File: config.mk
export PLATFORM = sky130hd
export DESIGN_NAME = div8b_seq_flat
export DESIGN_NICKNAME = d
export VERILOG_FILES = /design/src/rtl/div8b_seq_if.sv /design/src/rtl/div8b_seq.sv /design/src/flat_wrapper.sv
export SDC_FILE = /design/constraint.sdc
export NUM_CORES = 1
export LEC_CHECK = 0
export ABC_CLOCK_PERIOD_IN_PS = 2800
export BUFFER_PORTS_ARGS = -buffer_cell sky130_fd_sc_hd__buf_2
export CAP_MARGIN = 20
export CELL_PAD_IN_SITES_DETAIL_PLACEMENT = 2
export CELL_PAD_IN_SITES_GLOBAL_PLACEMENT = 2
export CORE_MARGIN = 5
export CORE_UTILIZATION = 32
export DETAILED_ROUTE_END_ITERATION = 16
export GPL_TIMING_DRIVEN = 1
export HOLD_SLACK_MARGIN = 0.15
export PLACE_DENSITY_LB_ADDON = 0.1
export SYNTH_ARGS = -nofsm -noshare
export SYNTH_HDL_FRONTEND = slang
export SYNTH_SLANG_ARGS = --single-unit
File: constraint.sdc
create_clock -name iClock -period 2.8 [get_ports iClock]
set_clock_uncertainty 0.15 [all_clocks]
set_input_delay 0.28 -clock iClock [delete_from_list [all_inputs] [get_ports iClock]]
set_output_delay 0.28 -clock iClock [all_outputs]
set_load 0.01 [all_outputs]
File: src/rtl/div8b_seq_if.sv
// Bundle of the divider's request/result handshake and the shared sub8b subtractor port.
// The slave modport is the divider side; the master modport is the requester/subtractor side.
interface div8b_seq_if #(
    parameter int DATASIZE = 8
);
    logic                iStart;
    logic [DATASIZE-1:0] iDividend;
    logic [DATASIZE-1:0] iDivisor;
    logic [DATASIZE-1:0] oSubJ;
    logic [DATASIZE-1:0] oSubK;
    logic [DATASIZE-1:0] oSubB;
    logic [DATASIZE-1:0] iSubD;
    logic                iSubB;
    logic                oBusy;
    logic                oDone;
    logic [DATASIZE-1:0] oQuot;
    logic [DATASIZE-1:0] oRem;
    logic                oDivZero;

    modport slave (
        input  iStart, iDividend, iDivisor, iSubD, iSubB,
        output oSubJ, oSubK, oSubB, oBusy, oDone, oQuot, oRem, oDivZero
    );

    modport master (
        output iStart, iDividend, iDivisor, iSubD, iSubB,
        input  oSubJ, oSubK, oSubB, oBusy, oDone, oQuot, oRem, oDivZero
    );
endinterface

File: src/rtl/div8b_seq.sv
// Sequential restoring divider: one quotient bit per cycle, MSB first, using an external
// shared subtractor (sub8b) whose operands come straight from registers.
module div8b_seq #(
    parameter int DATASIZE = 8
) (
    input  logic       iClock,
    input  logic       iReset,
    div8b_seq_if.slave bus
);
    typedef enum logic [1:0] {IDLE, RUN, DONE} state_e;

    localparam int CW = $clog2(DATASIZE + 1);

    state_e              state_q;
    logic [CW-1:0]       cnt_q;
    logic [DATASIZE-1:0] r_q;
    logic [DATASIZE-1:0] q_q;
    logic [DATASIZE-1:0] div_q;
    logic [DATASIZE-1:0] quot_q;
    logic [DATASIZE-1:0] rem_q;
    logic                busy_q;
    logic                done_q;
    logic                dz_q;

    logic [DATASIZE:0]   shift;
    logic                accept;
    logic [DATASIZE-1:0] r_d;
    logic [DATASIZE-1:0] q_d;

    // One restoring step. The subtractor sees only registered values, so the loop through
    // sub8b is a single combinational pass back into r_d.
    always_comb begin
        // NOTE: every always_comb output is assigned on all paths, so no latch is inferred.
        shift  = {r_q, q_q[DATASIZE-1]};
        accept = shift[DATASIZE] | ~bus.iSubB;
        r_d    = accept ? bus.iSubD : shift[DATASIZE-1:0];
        q_d    = {q_q[DATASIZE-2:0], accept};
    end

    assign bus.oSubJ    = shift[DATASIZE-1:0];
    assign bus.oSubK    = div_q;
    assign bus.oSubB    = '0;
    assign bus.oBusy    = busy_q;
    assign bus.oDone    = done_q;
    assign bus.oQuot    = quot_q;
    assign bus.oRem     = rem_q;
    assign bus.oDivZero = dz_q;

    // NOTE: all state uses non-blocking assignments so every register samples pre-edge values.
    always_ff @(posedge iClock) begin
        if (!iReset) begin
            state_q <= IDLE;
            cnt_q   <= '0;
            r_q     <= '0;
            q_q     <= '0;
            div_q   <= '0;
            quot_q  <= '0;
            rem_q   <= '0;
            busy_q  <= 1'b0;
            done_q  <= 1'b0;
            dz_q    <= 1'b0;
        end else begin
            case (state_q)
                IDLE: begin
                    if (bus.iStart) begin
                        div_q <= bus.iDivisor;
                        q_q   <= bus.iDividend;
                        r_q   <= '0;
                        cnt_q <= '0;
                        if (bus.iDivisor == '0) begin
                            quot_q  <= '1;
                            rem_q   <= bus.iDividend;
                            dz_q    <= 1'b1;
                            done_q  <= 1'b1;
                            state_q <= DONE;
                        end else begin
                            dz_q    <= 1'b0;
                            busy_q  <= 1'b1;
                            state_q <= RUN;
                        end
                    end
                end
                RUN: begin
                    r_q   <= r_d;
                    q_q   <= q_d;
                    cnt_q <= cnt_q + 1'b1;
                    if (cnt_q == CW'(DATASIZE - 1)) begin
                        quot_q  <= q_d;
                        rem_q   <= r_d;
                        busy_q  <= 1'b0;
                        done_q  <= 1'b1;
                        state_q <= DONE;
                    end
                end
                DONE: begin
                    done_q  <= 1'b0;
                    state_q <= IDLE;
                end
                default: begin
                    busy_q  <= 1'b0;
                    done_q  <= 1'b0;
                    state_q <= IDLE;
                end
            endcase
        end
    end
endmodule

File: src/flat_wrapper.sv
// flat-port wrapper written by rule: the top's interface ports become plain ports
module div8b_seq_flat 
#(
    parameter int DATASIZE = 8
)
  (iClock, iReset, bus_iStart, bus_iDividend, bus_iDivisor, bus_iSubD, bus_iSubB, bus_oSubJ, bus_oSubK, bus_oSubB, bus_oBusy, bus_oDone, bus_oQuot, bus_oRem, bus_oDivZero);
  div8b_seq_if #(.DATASIZE(DATASIZE)) bus_i ();
  input  logic iClock;
  input  logic iReset;
  input wire logic [$bits(bus_i.iStart)-1:0] bus_iStart;
  input wire logic [$bits(bus_i.iDividend)-1:0] bus_iDividend;
  input wire logic [$bits(bus_i.iDivisor)-1:0] bus_iDivisor;
  input wire logic [$bits(bus_i.iSubD)-1:0] bus_iSubD;
  input wire logic [$bits(bus_i.iSubB)-1:0] bus_iSubB;
  output wire logic [$bits(bus_i.oSubJ)-1:0] bus_oSubJ;
  output wire logic [$bits(bus_i.oSubK)-1:0] bus_oSubK;
  output wire logic [$bits(bus_i.oSubB)-1:0] bus_oSubB;
  output wire logic [$bits(bus_i.oBusy)-1:0] bus_oBusy;
  output wire logic [$bits(bus_i.oDone)-1:0] bus_oDone;
  output wire logic [$bits(bus_i.oQuot)-1:0] bus_oQuot;
  output wire logic [$bits(bus_i.oRem)-1:0] bus_oRem;
  output wire logic [$bits(bus_i.oDivZero)-1:0] bus_oDivZero;
  assign bus_i.iStart = bus_iStart;
  assign bus_i.iDividend = bus_iDividend;
  assign bus_i.iDivisor = bus_iDivisor;
  assign bus_i.iSubD = bus_iSubD;
  assign bus_i.iSubB = bus_iSubB;
  assign bus_oSubJ = bus_i.oSubJ;
  assign bus_oSubK = bus_i.oSubK;
  assign bus_oSubB = bus_i.oSubB;
  assign bus_oBusy = bus_i.oBusy;
  assign bus_oDone = bus_i.oDone;
  assign bus_oQuot = bus_i.oQuot;
  assign bus_oRem = bus_i.oRem;
  assign bus_oDivZero = bus_i.oDivZero;
  div8b_seq #(.DATASIZE(DATASIZE)) u_core (.iClock(iClock), .iReset(iReset), .bus(bus_i));
endmodule
==> results.sh, run 1 <==
export IMPL_diodes=0
export IMPL_dpl_hpwl_mm=5.43
export IMPL_cap_violations=0
export IMPL_reg2reg_from="u_core.state_q[0]$_SDFFE_PN0P_"
export IMPL_syn_area_mm2=0.00235
export IMPL_ys_seq_elements=49
export IMPL_start_kind="primary input"
export IMPL_die_w_um=95.6
export IMPL_wirelength_mm=7.70
export IMPL_port_buffer_count=62
export IMPL_vias=2195
export IMPL_critPathLaunch="bus_iDivisor[4]"
export IMPL_synth_flop_cell="dfxtp_1"
export IMPL_rsz0062_at_grt="no"
export IMPL_layout_commonest_cell="buf_2"
export IMPL_cp_end_kind="register"
export IMPL_worstPathMaxFanout=13
export IMPL_max_slew_margin_pct=61.7
export IMPL_tritoncts="done"
export IMPL_fin_crit_ps=2270
export IMPL_area_delta_synth_final_pct=23.9
export IMPL_antenna_left=0
export IMPL_powerDensity_mw_per_mm2=485
export IMPL_vdd_drop_max_mv=0.232
export IMPL_switchingPower_mw=0.411
export IMPL_initial_core_util_pct=32.5
export IMPL_synth_seq_area_share_pct=41.8
export IMPL_cts_root_buf="clkbuf_8"
export IMPL_rows=31
export IMPL_synth_edf_count=0
export IMPL_dr_pass1_iters=4
export IMPL_synth_avg_cell_area_um2=8.66
export IMPL_vias_per_cell=5.01
export IMPL_gr_total_overflow=0
export IMPL_fillCellCount=851
export IMPL_reg2reg_to="u_core.bus.oRem[1]$_SDFFE_PN0P_"
export IMPL_p_clk_share_pct=31.4
export IMPL_worstHoldPathType="in2reg"
export IMPL_worstRegToRegCells=5
export IMPL_yosysWarnings=0
export IMPL_pin_count=71
export IMPL_finalSetupViolCount=0
export IMPL_cp_arrival_ps=2380
export IMPL_grt_start_max_net_pins=31
export IMPL_p_comb_share_pct=15.9
export IMPL_grt_pass1_vias=2335
export IMPL_final_setup_tns_ps=0
export IMPL_routabilityCongestion=0.744
export IMPL_tightest_slew_ps=575
export IMPL_cts_sinks=49
export IMPL_nets=367
export IMPL_seqPwrFrac_pct=52.7
export IMPL_htreeDepth=2
export IMPL_cp_required_ps=2910
export IMPL_cts_resized=0
export IMPL_routedWlPerCell_um=17.6
export IMPL_regArea_um2=981
export IMPL_path_class="in2reg"
export IMPL_synth_cells=271
export IMPL_grt_pass1_wl_mm=12.2
export IMPL_grt_usage_pct=17.4
export IMPL_cp_endpoint="u_core.bus.oQuot[6]$_SDFFE_PN0P_"
export IMPL_cts_buffers=5
export IMPL_die_h_um=95.6
export IMPL_drcViolationCount=0
export IMPL_fin_util_pct=40.3
export IMPL_drive_gt1_share_pct=28.3
export IMPL_status="completed"
export IMPL_drv_slew=0
export IMPL_antenna_found_initial=0
export IMPL_switching_share_pct=29.1
export IMPL_multiInputGateArea_mm2=0.00116
export IMPL_fmax_mhz=441
export IMPL_clk_latency_ps=310
export IMPL_p_leak_nw=1.30
export IMPL_reg2reg_slack_ps=730
export IMPL_internal_power_mw=1.00
export IMPL_synth_async_reset_ratio_pct=0
export IMPL_cts_buffer_depth=2
export IMPL_drtIter0Drc=78
export IMPL_final_cell_mix="buf_2 (62), dfxtp_1 (49), nand2_1 (42)"
export IMPL_worstHoldStart="iReset"
export IMPL_clkTransAtPathRegs_ps=100
export IMPL_synthDistinctLibCells=46
export IMPL_layout_worst_path_cycle_share_pct=80.9
export IMPL_finalHoldViolCount=0
export IMPL_die_area_mm2=0.00914
export IMPL_core_area_mm2=0.00721
synth_stat cells (all sizes together) (4+ instances only):
cell    number  share of area [%]
a21oi       26                5.5
a31oi       10                2.7
buf         26                7.9
clkbuf       8                1.3
dfxtp       49                 42
inv          4               0.64
mux2i        7                3.0
nand2       42                6.7
nand2b       8                2.1
nand3b       7                2.2
nor2        19                3.0
nor2b       12                3.2
o221a       10                4.8
o31ai        6                1.9
flip-flops by register name, indices dropped and copies added (netlist names), 2 cells and up:
register          cells
u_core.bus.oRem       8
u_core.bus.oQuot      8
u_core.cnt_q          4
u_core.q_q            8
u_core.r_q            8
u_core.bus.oSubK      8
u_core.state_q        2
critical path, cell delays in order:
cell	delay, ps
dlygate4sd3_1	530
buf_2	130
nor4_1	450
nand3_2	240
nand2_1	450
o221a_2	290
repair_timing:
action	4_1_cts	5_1_grt
hold buffers	16	0
hold endpoints to repair	16	0
setup buffers	0	0
setup endpoints to repair	0	0
logic make-up (layout without fill, tap and decap cells):
family,after synthesis,after routing,synth area share [%]
and+or+nand+nor,104,104,23.2
DFF,49,49,41.8
adders and majority gates,1,1,0.533
AOI/OAI and AO/OA,70,70,21.0
buffers and inverters,38,99,9.87
muxes,8,8,3.47
other,1,8,0.160
power by group through the flow:
stage	Sequential, mW	Combinational [mW]	Clock (mW)
6_report	0.743	0.224	0.444
5_1_grt	0.747	0.249	0.484
4_1_cts	0.743	0.225	0.458
3_5_place_dp	0.759	0.207	0
3_3_place_gp	0.759	0.203	0
2_1_floorplan	0.760	0.137	0
layer usage:
metal  up-vias  track usage (%)  share of wire [%]
met3         7             2.84                3.5
met1      1079             22.0                 46
met5         -                0                  0
li1       1062                -                  -
met4         0             6.16                1.8
met2        47             29.6                 49
worst min path at each step:
stage | cells after the start | slack, ps | to
after floorplan | 2 | 270 | u_core.bus.oSubK[0]$_SDFFE_PN0P_
after global placement | 2 | 290 | u_core.bus.oSubK[2]$_SDFFE_PN0P_
after detailed placement | 2 | 300 | u_core.bus.oSubK[2]$_SDFFE_PN0P_
final | 3 | 270 | u_core.bus.oRem[6]$_SDFFE_PN0P_
after global routing | 3 | 280 | u_core.bus.oRem[7]$_SDFFE_PN0P_
after CTS | 3 | 260 | u_core.bus.oRem[6]$_SDFFE_PN0P_
through the flow:
step | instance area (um^2) | setup WS, ps | hold WS, ps | power, mW | std cells
2_1_floorplan | 2370 | 1130 | 266 | 0.897 | 278
3_3_place_gp | 2660 | 713 | 290 | 0.962 | 414
3_5_place_dp | 2660 | 722 | 304 | 0.967 | 414
4_1_cts | 2910 | 520 | 258 | 1.43 | 438
5_1_grt | 2910 | 370 | 281 | 1.48 | 438
6_report | 2910 | 534 | 267 | 1.41 | 438
final cells by class:
cell class | count | area share, %
sequential | 49 | 33.7
multi-input combinational | 191 | 39.9
tap | 99 | 4.26
timing repair buffer | 87 | 18.5
clock buffer | 5 | 2.37
clock inverter | 3 | 0.731
inverter | 4 | 0.516
No activity file was read; power rests on OpenSTA's default activity.
==> run 2: changes to the inputs <==
Settings changed: ABC_CLOCK_PERIOD_IN_PS 2800 to 1820, CORE_UTILIZATION 32 to 26.
Clock period 2.8 ns to 1.82 ns, I/O delays scaled along.
==> results.sh, run 2 (same netlist as run 1, synthesis figures left out) <==
export IMPL_fmax_mhz=585
export IMPL_grt_pass1_wl_mm=13.4
export IMPL_worstHoldPathType="in2reg"
export IMPL_cts_sinks=49
export IMPL_rsz0062_at_grt="no"
export IMPL_layout_commonest_cell="buf_2"
export IMPL_p_leak_nw=1.40
export IMPL_dpl_cell_area_mm2=0.00283
export IMPL_switching_share_pct=27.3
export IMPL_start_kind="register"
export IMPL_routabilityCongestion=0.717
export IMPL_seqPwrFrac_pct=51.1
export IMPL_postCtsSetupBuffers=0
export IMPL_htreeDepth=2
export IMPL_wirelength_mm=8.23
export IMPL_cts_buffers=5
export IMPL_tritoncts="done"
export IMPL_crit_family="simple AND/OR/NAND/NOR gates"
export IMPL_cap_violations=0
export IMPL_switchingPower_mw=0.611
export IMPL_die_area_mm2=0.0110
export IMPL_hold_ws_ps=273
export IMPL_grt_start_max_net_pins=22
export IMPL_nets=385
export IMPL_internal_power_mw=1.63
export IMPL_clkTransAtPathRegs_ps=90
export IMPL_worstRegToRegCells=6
export IMPL_antenna_left=0
export IMPL_worstHoldStart="bus_iDivisor[7]"
export IMPL_vdd_drop_max_mv=0.333
export IMPL_cp_end_kind="register"
export IMPL_initial_core_util_pct=26.8
export IMPL_dp_cells=439
export IMPL_reg2reg_from="u_core.cnt_q[0]$_SDFFE_PN0P_"
export IMPL_powerDensity_mw_per_mm2=721
export IMPL_layout_worst_path_cycle_share_pct=93.9
export IMPL_holdPathEnd="u_core.bus.oQuot[2]$_SDFFE_PN0P_"
export IMPL_final_area_mm2=0.00311
export IMPL_worstPathMaxFanout=11
export IMPL_holdPathStages=5
export IMPL_port_buffer_count=62
export IMPL_drcViolationCount=0
export IMPL_p_comb_share_pct=16.6
export IMPL_diodes=0
export IMPL_drive_gt1_share_pct=31.4
export IMPL_stdcell_count=465
export IMPL_pre_cts_ws_ps=40.6
export IMPL_die_w_um=105
export IMPL_cts_buffer_depth=2
export IMPL_cp_required_ps=1860
export IMPL_crit_chain="ha_1, and3b_1, and2_1, buf_12, o31ai_1, a31oi_1"
export IMPL_routedWlPerCell_um=17.7
export IMPL_cts_root_buf="clkbuf_8"
export IMPL_drtIter0Drc=38
export IMPL_antenna_found_initial=0
export IMPL_cp_arrival_ps=1750
export IMPL_path_class="reg2reg"
export IMPL_area_delta_synth_final_pct=32.5
export IMPL_vias=2264
export IMPL_drv_slew=0
export IMPL_pin_count=71
export IMPL_grt_usage_pct=14.9
export IMPL_core_area_mm2=0.00876
export IMPL_reg2reg_to="u_core.bus.oRem[2]$_SDFFE_PN0P_"
export IMPL_dr_pass1_iters=4
export IMPL_dpl_hpwl_mm=5.92
export IMPL_worst_path_max_delay_cell="dfxtp_1"
export IMPL_reg2reg_slack_ps=110
export IMPL_grt_pass1_vias=2562
export IMPL_worst_slack_ps=111
export IMPL_status="completed"
export IMPL_fin_crit_ps=1710
export IMPL_path_depth=6
export IMPL_rows=34
export IMPL_finalHoldViolCount=0
export IMPL_vias_per_cell=4.87
export IMPL_finalSetupViolCount=0
export IMPL_gr_total_overflow=0
export IMPL_cpPeakStageDelay_ps=350
export IMPL_final_cell_mix="buf_2 (62), dfxtp_1 (49), nand2_1 (42)"
export IMPL_die_h_um=105
export IMPL_p_clk_share_pct=32.3
export IMPL_crit_buf_inv=1
export IMPL_clk_latency_ps=300
export IMPL_final_setup_tns_ps=0
## run 2: cell count changes in the layout (fill, tap and decap cells not counted)
cell           previous run  this run
buf_4                     9        22
clkbuf_8                  5         7
buf_12                    0         3
clkinvlp_4                1         0
inv_6                     1         0
dlygate4sd3_1            16        18
## run 2: area by class of cell
cell class	count	area, um^2
clock inverters	1	5.00
clock buffers	7	96.3
flip-flops and latches	49	981
multi-input cells	191	1160
fillers	1019	5660
well taps	108	135
repair buffers	105	716
inverters	4	15.0
## run 2: tightest hold or removal path: cells and delay by family
family          cells  cell delay [ps]
buf+inv             2              230
compound gates      1               90
simple gates        2              170
## run 2: repair_timing
action,in CTS,in global routing
hold buffers,18,0
gates resized for setup,0,0
hold endpoints to repair,25,0
## run 2: how the worst max path moves through the flow
stage | from | slack (ps) | to
floorplan | u_core.state_q[1]$_SDFFE_PN0P_ | 150 | u_core.bus.oRem[7]$_SDFFE_PN0P_
global placement | bus_iDivisor[0] | 90 | u_core.bus.oRem[7]$_SDFFE_PN0P_
detailed placement | bus_iDivisor[0] | 40 | u_core.bus.oRem[2]$_SDFFE_PN0P_
CTS | u_core.cnt_q[0]$_SDFFE_PN0P_ | 90 | u_core.bus.oRem[2]$_SDFFE_PN0P_
global route | u_core.cnt_q[0]$_SDFFE_PN0P_ | 20 | u_core.bus.oRem[2]$_SDFFE_PN0P_
finish | u_core.cnt_q[0]$_SDFFE_PN0P_ | 110 | u_core.bus.oRem[2]$_SDFFE_PN0P_
## run 2: per-layer routing
metal  GRT usage [%]  wire [um]  up-vias
li1                -          -     1099
met1            18.3       3570     1117
met2            26.9       4340       44
met3            2.96        270        4
met4            2.92         53        0
met5               0          0        -
## run 2: power groups by stage
stage	Sequential, mW	Combinational, mW	Clock (mW)
finish	1.15	0.372	0.723
global route	1.15	0.412	0.794
CTS	1.15	0.379	0.757
detailed placement	1.17	0.346	0
global placement	1.17	0.338	0
floorplan	1.17	0.211	0
## run 2: metrics by stage
stage	power (mW)	utilization, %
6_report	2.24	35.5
5_1_grt	2.36	35.5
4_1_cts	2.28	35.5
3_5_place_dp	1.52	32.3
3_3_place_gp	1.51	32.3
2_1_floorplan	1.38	-
==> run 3: changes to the inputs <==
Settings changed: ABC_AREA from default to 1, CORE_UTILIZATION 26 to 24, HOLD_SLACK_MARGIN 0.15 to 0.06.
==> results.sh, run 3 <==
export IMPL_die_w_um=106
export IMPL_drive_gt1_share_pct=25.1
export IMPL_dpl_hpwl_mm=5.56
export IMPL_final_cell_mix="nand2_1 (88), buf_2 (62), nor2_1 (55)"
export IMPL_worst_path_most_repeated_cell="o21ai_0"
export IMPL_cp_end_kind="register"
export IMPL_finalPower_mw=4.03
export IMPL_yosys_top_cells_count="nand2_1 (89), nor2_1 (56), dfxtp_1 (49), a21oi_1 (24), inv_1 (23)"
export IMPL_grt_start_max_net_pins=28
export IMPL_cpPeakStageDelay_ps=360
export IMPL_synth_seq_area_share_pct=43.9
export IMPL_cp_arrival_ps=1750
export IMPL_holdPathEnd="u_core.bus.oRem[6]$_SDFFE_PN0P_"
export IMPL_routedWlPerCell_um=15.2
export IMPL_netlist_area_leader_share_pct=43.9
export IMPL_status="completed"
export IMPL_drv_slew=0
export IMPL_synth_cells=320
export IMPL_yosysWarnings=0
export IMPL_initial_core_util_pct=24.4
export IMPL_grt_pass1_wl_mm=12.1
export IMPL_synthMostInstantiatedCell="nand2_1"
export IMPL_cts_buffer_depth=2
export IMPL_finalSetupViolCount=0
export IMPL_gr_total_overflow=0
export IMPL_port_buffer_count=62
export IMPL_layout_worst_path_cycle_share_pct=93.6
export IMPL_fin_crit_ps=1700
export IMPL_synth_top_area_cell="dfxtp_1"
export IMPL_worstHoldStart="bus_iDividend[6]"
export IMPL_htreeDepth=2
export IMPL_worstHoldPathType="in2reg"
export IMPL_tritoncts="done"
export IMPL_fmax_mhz=587
export IMPL_nets=423
export IMPL_layout_commonest_cell="nand2_1"
export IMPL_start_kind="register"
export IMPL_rows=35
export IMPL_routabilityCongestion=0.732
export IMPL_synth_flop_cell="dfxtp_1"
export IMPL_crit_chain="nor2_2, nand2_2, o21ai_0, nand2_1, o21ai_0, nor2_1"
export IMPL_pin_count=71
export IMPL_holdPathStages=5
export IMPL_drtIter0Drc=35
export IMPL_crit_buf_inv=0
export IMPL_synth_edf_count=0
export IMPL_syn_area_mm2=0.00223
export IMPL_cap_violations=0
export IMPL_dr_pass1_iters=4
export IMPL_synth_async_reset_ratio_pct=0
export IMPL_crit_family="simple AND/OR/NAND/NOR gates"
export IMPL_drcViolationCount=0
export IMPL_cts_root_buf="clkbuf_8"
export IMPL_grt_usage_pct=13.5
export IMPL_clkTransAtPathRegs_ps=100
export IMPL_vias_per_cell=4.42
export IMPL_antenna_found_initial=0
export IMPL_die_area_mm2=0.0113
export IMPL_p_leak_nw=1.43
export IMPL_powerDensity_mw_per_mm2=1400
export IMPL_postCtsSetupBuffers=0
export IMPL_diodes=0
export IMPL_reg2reg_to="u_core.bus.oRem[0]$_SDFFE_PN0P_"
export IMPL_path_class="reg2reg"
export IMPL_worstPathMaxFanout=8
export IMPL_clk_latency_ps=310
export IMPL_hold_ws_ps=93.5
export IMPL_reg2reg_from="u_core.state_q[0]$_SDFFE_PN0P_"
export IMPL_wirelength_mm=7.70
export IMPL_reg2reg_slack_ps=120
export IMPL_vdd_drop_max_mv=0.377
export IMPL_core_area_mm2=0.00915
export IMPL_vias=2238
export IMPL_grt_pass1_vias=2388
export IMPL_cp_required_ps=1870
export IMPL_synth_avg_cell_area_um2=6.98
export IMPL_area_delta_synth_final_pct=28.6
export IMPL_synthTopCellsByArea="dfxtp_1 (44%), nand2_1 (15%), nor2_1 (9.4%)"
export IMPL_worstRegToRegCells=6
export IMPL_synthDistinctLibCells=27
export IMPL_worst_path_max_delay_cell="dfxtp_1"
export IMPL_antenna_left=0
export IMPL_finalHoldViolCount=0
export IMPL_cts_sinks=49
export IMPL_cts_buffers=5
export IMPL_ys_seq_elements=49
export IMPL_die_h_um=106
==> run 3: logic make-up after synthesis <==
family	Yosys count	share of synthesized area, %
xor gates and xnor gates	1	0.392
and+or+nand+nor	154	27.9
AOI/OAI and AO/OA	57	13.8
other	1	0.168
DFF	49	43.9
adders and majority gates	1	0.560
buffers and inverters	57	13.2
==> run 3: worst max-delay path by stage <==
| stage | to | start | slack (ps) | cells past startpoint |
|---|---|---|---|---|
| floorplan | u_core.bus.oRem[1]$_SDFFE_PN0P_ | u_core.cnt_q[0]$_SDFFE_PN0P_ | 290 | 9 |
| global placement | u_core.bus.oRem[0]$_SDFFE_PN0P_ | u_core.state_q[0]$_SDFFE_PN0P_ | 2 | 6 |
| detailed placement | u_core.bus.oRem[0]$_SDFFE_PN0P_ | u_core.state_q[0]$_SDFFE_PN0P_ | -3 | 6 |
| CTS | u_core.bus.oRem[1]$_SDFFE_PN0P_ | u_core.cnt_q[0]$_SDFFE_PN0P_ | 50 | 9 |
| global route | u_core.bus.oQuot[2]$_SDFFE_PN0P_ | u_core.cnt_q[0]$_SDFFE_PN0P_ | -0.4 | 8 |
| finish | u_core.bus.oRem[0]$_SDFFE_PN0P_ | u_core.state_q[0]$_SDFFE_PN0P_ | 120 | 6 |
==> run 3: repair_timing <==
item / CTS / global route
hold buffers: 13 / 0
gates cloned: 0 / 2
endpoints found under the setup margin: 1 / 16
resized for setup: 1 / 7
hold endpoints to repair: 13 / 0
==> run 3: area by class of cell <==
class	count	area [um^2]
Sequential cell	49	982
Timing Repair Buffer	86	523
Multi-Input combinational cell	223	1030
Clock inverter	2	10.0
Tap cell	111	139
Inverter	29	118
Clock buffer	6	72.6
Fill cell	1141	6280
==> run 3: per-layer routing <==
| layer | part of all wire, % | up-vias | wire length (um) | GRT usage, % |
|---|---|---|---|---|
| li1 | - | 1129 | - | - |
| met2 | 50 | 39 | 3850 | 23.4 |
| met1 | 46 | 1066 | 3550 | 17.1 |
| met3 | 3.3 | 4 | 256 | 3.34 |
| met4 | 0.60 | 0 | 46 | 2.47 |
| met5 | 0 | - | 0 | 0 |
==> run 3: tightest hold or removal path: cells and delay by family <==
family | cells | cell delay (ps)
buf+inv | 1 | 110
simple gates | 4 | 240
==> run 3: through the flow <==
step	cells	area (um^2)	worst slack [ps]	utilization (%)	setup TNS (ps)
6_report	506	2870	117	31.4	0
5_1_grt	506	2870	-0.377	31.4	-0.377
3_3_place_gp	483	2610	1.89	28.5	0
4_1_cts	504	2820	51.8	30.9	0
3_5_place_dp	483	2610	-2.94	28.5	-2.94
2_1_floorplan	327	2260	290	-	0
==> run 3: where the power goes <==
| group | internal [mW] | leakage, nW | switching, mW |
|---|---|---|---|
| registers | 1.38 | 0.403 | 0.199 |
| clock network | 0.268 | 0.0450 | 0.382 |
| logic | 0.632 | 0.979 | 1.17 |
